===== config.mk =====
export PLATFORM = sky130hd
export DESIGN_NAME = gpreg_wb_arbiter
export DESIGN_NICKNAME = d
export VERILOG_FILES = /design/src/rtl/riscv_pkg.sv /design/src/rtl/tortoise_pkg.sv /design/src/rtl/gpreg_wb_arbiter_rr_arbiter.sv /design/src/rtl/gpreg_wb_arbiter.sv
export SDC_FILE = /design/constraint.sdc
export NUM_CORES = 1
export LEC_CHECK = 0
export BUFFER_PORTS_ARGS = -buffer_cell sky130_fd_sc_hd__clkbuf_2
export CAP_MARGIN = 15
export CORE_MARGIN = 2
export CORE_UTILIZATION = 29
export CTS_BUF_LIST = sky130_fd_sc_hd__clkbuf_8
export DETAILED_ROUTE_END_ITERATION = 10
export REMOVE_ABC_BUFFERS = 1
export SLEW_MARGIN = 0
export SYNTH_ARGS = -nofsm -noshare
export SYNTH_HDL_FRONTEND = slang
export SYNTH_HIERARCHICAL = 1
export SYNTH_SLANG_ARGS = --single-unit

===== constraint.sdc =====
create_clock -name clk_i -period 3.4 [get_ports clk_i]
set_input_delay 0.68 -clock clk_i [delete_from_list [all_inputs] [get_ports clk_i]]
set_output_delay 0.68 -clock clk_i [all_outputs]
set_load 0.05 [all_outputs]

===== src/rtl/riscv_pkg.sv =====
// Base RISC-V types shared by the integer pipeline.
package riscv_pkg;
    typedef logic [4:0]  reg_t;
    typedef logic [31:0] data_t;
endpackage


===== src/rtl/tortoise_pkg.sv =====
// Core-level configuration constants and shared commit-stage types.
package tortoise_pkg;
    import riscv_pkg::*;

    localparam int unsigned GPREG_WB_REQUESTERS = 4;

    typedef struct packed {
        reg_t  rd;
        data_t data;
    } wb_req_t;
endpackage


===== src/rtl/gpreg_wb_arbiter_rr_arbiter.sv =====
// Combinational arbiter: first requester at or after ptr_i (wrapping), or
// the lowest requester when fixed_prio_i is set.
module rr_arbiter #(
    parameter  int unsigned N  = 4,
    localparam int unsigned IW = $clog2(N)
) (
    input  logic [N-1:0]  req_i,
    input  logic [IW-1:0] ptr_i,
    input  logic          fixed_prio_i,
    output logic [N-1:0]  gnt_o,
    output logic [IW-1:0] gnt_idx_o,
    output logic          gnt_any_o
);
    logic [IW:0] start;
    logic [IW:0] cand;

    always_comb begin
        gnt_o     = '0;
        gnt_idx_o = '0;
        gnt_any_o = 1'b0;
        cand      = '0;
        start     = fixed_prio_i ? '0 : {1'b0, ptr_i};
        for (int unsigned i = 0; i < N; i++) begin
            cand = start + (IW+1)'(i);
            // Explicit wrap so non-power-of-two N never lands on a phantom slot.
            if (cand > (IW+1)'(N - 1)) begin
                cand = cand - (IW+1)'(N);
            end
            if (!gnt_any_o && req_i[cand[IW-1:0]]) begin
                gnt_any_o = 1'b1;
                gnt_idx_o = cand[IW-1:0];
            end
        end
        if (gnt_any_o) begin
            gnt_o[gnt_idx_o] = 1'b1;
        end
    end
endmodule


===== src/rtl/gpreg_wb_arbiter.sv =====
// Write-back arbiter sharing the GPR write port among result producers.
// Build option: GPREG_WB_FIXED_PRIO_EN selects lowest-index-wins instead of round-robin.
module gpreg_wb_arbiter
    import riscv_pkg::*;
    import tortoise_pkg::*;
#(
    parameter  int unsigned NR_REQ = GPREG_WB_REQUESTERS,
    localparam int unsigned IDX_W  = $clog2(NR_REQ)
) (
    input  logic                     clk_i,
    input  logic                     rst_ni,
    input  logic                     flush_i,
    input  logic [NR_REQ-1:0]        req_valid_i,
    input  reg_t  [NR_REQ-1:0]       req_reg_i,
    input  data_t [NR_REQ-1:0]       req_data_i,
    output logic [NR_REQ-1:0]        req_ready_o,
    output logic                     w_en_o,
    output reg_t                     w_reg_o,
    output data_t                    w_data_o,
    output logic [IDX_W-1:0]         grant_idx_o
);
    // Handshake: a producer raises valid and holds valid/reg/data stable until it
    // sees ready; ready depends on valid combinationally, never the reverse; a
    // transfer happens on every clock edge where valid & ready are both high.

    logic [NR_REQ-1:0] gnt;
    logic [IDX_W-1:0]  gnt_idx;
    logic              gnt_any;
    logic              fixed_prio;
    logic [IDX_W-1:0]  rr_ptr_q;
    logic              transfer;
    logic              w_en_d, w_en_q;
    wb_req_t           wb_d, wb_q;

    rr_arbiter #(.N(NR_REQ)) u_rr_arbiter (
        .req_i       (req_valid_i),
        .ptr_i       (rr_ptr_q),
        .fixed_prio_i(fixed_prio),
        .gnt_o       (gnt),
        .gnt_idx_o   (gnt_idx),
        .gnt_any_o   (gnt_any)
    );

    always_comb begin
        req_ready_o = '0;
        grant_idx_o = '0;
        if (rst_ni && !flush_i) begin
            req_ready_o = gnt;
            grant_idx_o = gnt_idx;
        end
    end

    assign transfer = rst_ni && !flush_i && gnt_any;

`ifdef GPREG_WB_FIXED_PRIO_EN
    assign fixed_prio = 1'b1;
    assign rr_ptr_q   = '0;
`else
    logic [IDX_W-1:0] rr_ptr_d;
    assign fixed_prio = 1'b0;

    always_comb begin
        rr_ptr_d = rr_ptr_q;
        if (flush_i) begin
            rr_ptr_d = '0;
        end else if (transfer) begin
            rr_ptr_d = (gnt_idx == IDX_W'(NR_REQ - 1)) ? '0 : gnt_idx + 1'b1;
        end
    end

    always_ff @(posedge clk_i or negedge rst_ni) begin
        if (!rst_ni) begin
            rr_ptr_q <= '0;
        end else begin
            rr_ptr_q <= rr_ptr_d;
        end
    end
`endif

    // Writes to x0 are accepted but discarded; the port keeps its last reg/data.
    always_comb begin
        w_en_d = transfer && (req_reg_i[gnt_idx] != '0);
        wb_d   = wb_q;
        if (w_en_d) begin
            wb_d.rd   = req_reg_i[gnt_idx];
            wb_d.data = req_data_i[gnt_idx];
        end
    end

    always_ff @(posedge clk_i or negedge rst_ni) begin
        if (!rst_ni) begin
            w_en_q <= 1'b0;
            wb_q   <= '0;
        end else begin
            w_en_q <= w_en_d;
            wb_q   <= wb_d;
        end
    end

    assign w_en_o   = w_en_q;
    assign w_reg_o  = wb_q.rd;
    assign w_data_o = wb_q.data;
endmodule


==> impl_metrics.json <==
{
  "path_cells": "nand2b_2 -> buf_4 -> mux4_2 -> o21a_1 -> o32ai_2 -> inv_2 -> mux4_2 -> or3_4 -> o31a_4 -> buf_12 -> mux2_4",
  "fin_util": 0.450,
  "cts.hold.buffers_added": 0,
  "area_growth_pct": 52.1,
  "drtIter0Drc": 72,
  "start_util": 0.296,
  "final_area_um2": 4340,
  "crit_fanout": 17,
  "die_h_um": 103,
  "core-area_um2": 9640,
  "final.setup.worst_slack_ns": 0.0118,
  "netlist_area_um2": 2850,
  "ys_seq_elements": 40,
  "die_w_um": 103,
  "cts.clk_slew.worst_paths_ns": 0.08,
  "hold_violations": 0,
  "grt_max_degree": 41,
  "endpoint_kind": "flip-flop",
  "startpoint_type": "flip-flop",
  "drc": 0,
  "rsz0062_at_grt": "yes",
  "track_usage": 0.150,
  "finalWirelength_um": 8480,
  "grt_pass1_wl_um": 12300,
  "status": "completed",
  "hpwl_um": 6820,
  "ys_types": 37,
  "power_density_nw_per_um2": 588,
  "hold_path_class": "in -> async",
  "most-common-layout-cells": "clkbuf_2, mux4_2, dfrtp_1",
  "clock.fmax_mhz": 295,
  "cts.sinks": 40,
  "layout-drive-gt1-share": 0.759,
  "clock_latency_ns": 0.28,
  "crit_type": "reg -> reg",
  "antenna_cells": 0,
  "layout_commonest_cell": "clkbuf_2",
  "max_cap_violations": 0,
  "synth-edff-count": 0,
  "ctsLongestPathBuffers": 2,
  "crit_end": "w_data_o[3]$_DFFE_PN0P_",
  "pre_cts_ws_ns": -0.340,
  "yosys_warnings": 6,
  "path_delay_family": "multiplexers",
  "cts_root_buf": "clkbuf_8",
  "r2r-start": "rr_ptr_q[0]$_DFFE_PN0P_",
  "grt_overflow": 0,
  "nNetsFinal": 574,
  "gp_congestion": 0.867,
  "cts_tree": "built",
  "avgSynthCellArea_um2": 14.9,
  "rows": 36,
  "critPathMaxStageDelay_ns": 0.50,
  "portBuffers": 198,
  "synthArstFlopShare": 1.00,
  "critical-path-slowest-cell": "mux4_2",
  "critPathLaunch": "rr_ptr_q[0]$_DFFE_PN0P_",
  "r2r_slack_ns": 0.01,
  "finalCriticalPeriod_ns": 3.39,
  "leakagePower_nw": 2.17,
  "io_pins": 199,
  "htreeDepth": 2,
  "worst-path-buf-inv": 3,
  "dieArea_um2": 10600,
  "crit_top_cell": "mux4_2",
  "ant_nets": 0,
  "ir_worst_vdd_mv": 0.243,
  "placed_cells": 536,
  "ys_seq_area_frac": 0.351,
  "wire_per_inst_um": 15.4,
  "synth_ff_type": "dfrtp_1",
  "setup_viol": 0,
  "period_share": 0.997,
  "slew_viol_final": 0,
  "relSlewSlack": 0.641,
  "grt_antenna_before_repair": 0,
  "cp_data_required_time_ns": 3.57,
  "place_area_um2": 4120,
  "grt_pass1_vias": 2635,
  "r2r_cells": 11,
  "clock_skew_ns": 0.00468,
  "numCtsBuffers": 5,
  "drt_first_pass_iters": 4,
  "critPathArrivalTime_ns": 3.56,
  "r2r-end": "w_data_o[3]$_DFFE_PN0P_",
  "path_depth": 11,
  "synthCells": 191,
  "stdcell_count": 552,
  "num_vias": 2572,
  "worstMarginPinSlew_ns": 0.538,
  "via_per_inst": 4.66
}
[stage by stage]
stage                     total power [mW]  TNS [ns]  hold WS [ns]
after floorplan                       1.79    -64.69         0.384
after global placement                2.17     -7.97         0.490
after detailed placement              2.20    -10.71         0.491
after CTS                             2.56    -0.745         0.509
after global routing                  2.68     -3.21         0.534
final                                 2.55         0         0.491
[power by group]
part	switching [mW]	internal (mW)	leakage, nW
clock	0.168	0.162	0.0510
combinational	0.890	0.604	1.64
sequential	0.0949	0.630	0.475
total	1.15	1.40	2.17
[flip-flops by register name (all words and copies together), names as in the netlist]
register	count
w_reg_o	5
w_en_o	1
rr_ptr_q	2
w_data_o	32
[worst min path at each step]
stage	from	to	slack (ns)	depth (start not counted)
2_1_floorplan	rst_ni	rr_ptr_q[0]$_DFFE_PN0P_	0.38	0
3_3_place_gp	w_reg_o[0]$_DFFE_PN0P_	w_reg_o[0]$_DFFE_PN0P_	0.49	1
3_5_place_dp	w_reg_o[0]$_DFFE_PN0P_	w_reg_o[0]$_DFFE_PN0P_	0.49	1
4_1_cts	rst_ni	w_reg_o[0]$_DFFE_PN0P_	0.51	2
5_1_grt	w_data_o[23]$_DFFE_PN0P_	w_data_o[23]$_DFFE_PN0P_	0.53	1
6_report	rst_ni	rr_ptr_q[1]$_DFFE_PN0P_	0.49	2
[metal layers]
layer	global-route usage	wire, um	up-vias
li1	-	-	1200
met1	0.180	3360	1242
met2	0.266	4410	118
met3	0.0407	581	12
met4	0.0405	118	0
met5	0	0	-
[cell type report]
type,instances,area (um2)
clock inverter,2,10.0
sequential,40,1000
clock buffer,6,82.6
inverter,8,30.0
timing repair buffer,229,1290
fill,948,5300
multi-input combinational,134,1760
tap,133,166
[synthesized netlist by cell type, types with 3 or more instances]
| master | n | share of area |
|---|---|---|
| inv_1 | 8 | 0.011 |
| and2_1 | 8 | 0.018 |
| a21oi_1 | 4 | 0.0070 |
| mux4_2 | 37 | 0.29 |
| nor2_1 | 5 | 0.0066 |
| clkbuf_1 | 5 | 0.0066 |
| nand2_1 | 7 | 0.0092 |
| buf_6 | 4 | 0.016 |
| mux2_2 | 6 | 0.024 |
| or3b_1 | 3 | 0.0092 |
| dfrtp_1 | 40 | 0.35 |
| buf_1 | 3 | 0.0039 |
| o21ai_0 | 6 | 0.011 |
| mux2_4 | 26 | 0.14 |
[logic make-up after synthesis]
group,after synthesis,share of synthesized area
mux,71,0.471
flops,40,0.351
simple gates,34,0.0689
compound gates,22,0.0557
buf+inv,22,0.0474
fa+ha+maj,1,0.00439
other cells,1,0.00132
[repair_timing]
item	CTS	global route
gates resized for setup	5	7
cloned	0	2
buffers inserted	4	2
pin swaps	1	1
endpoints found under the setup margin	32	35
(Power assumes the default switching activity.)
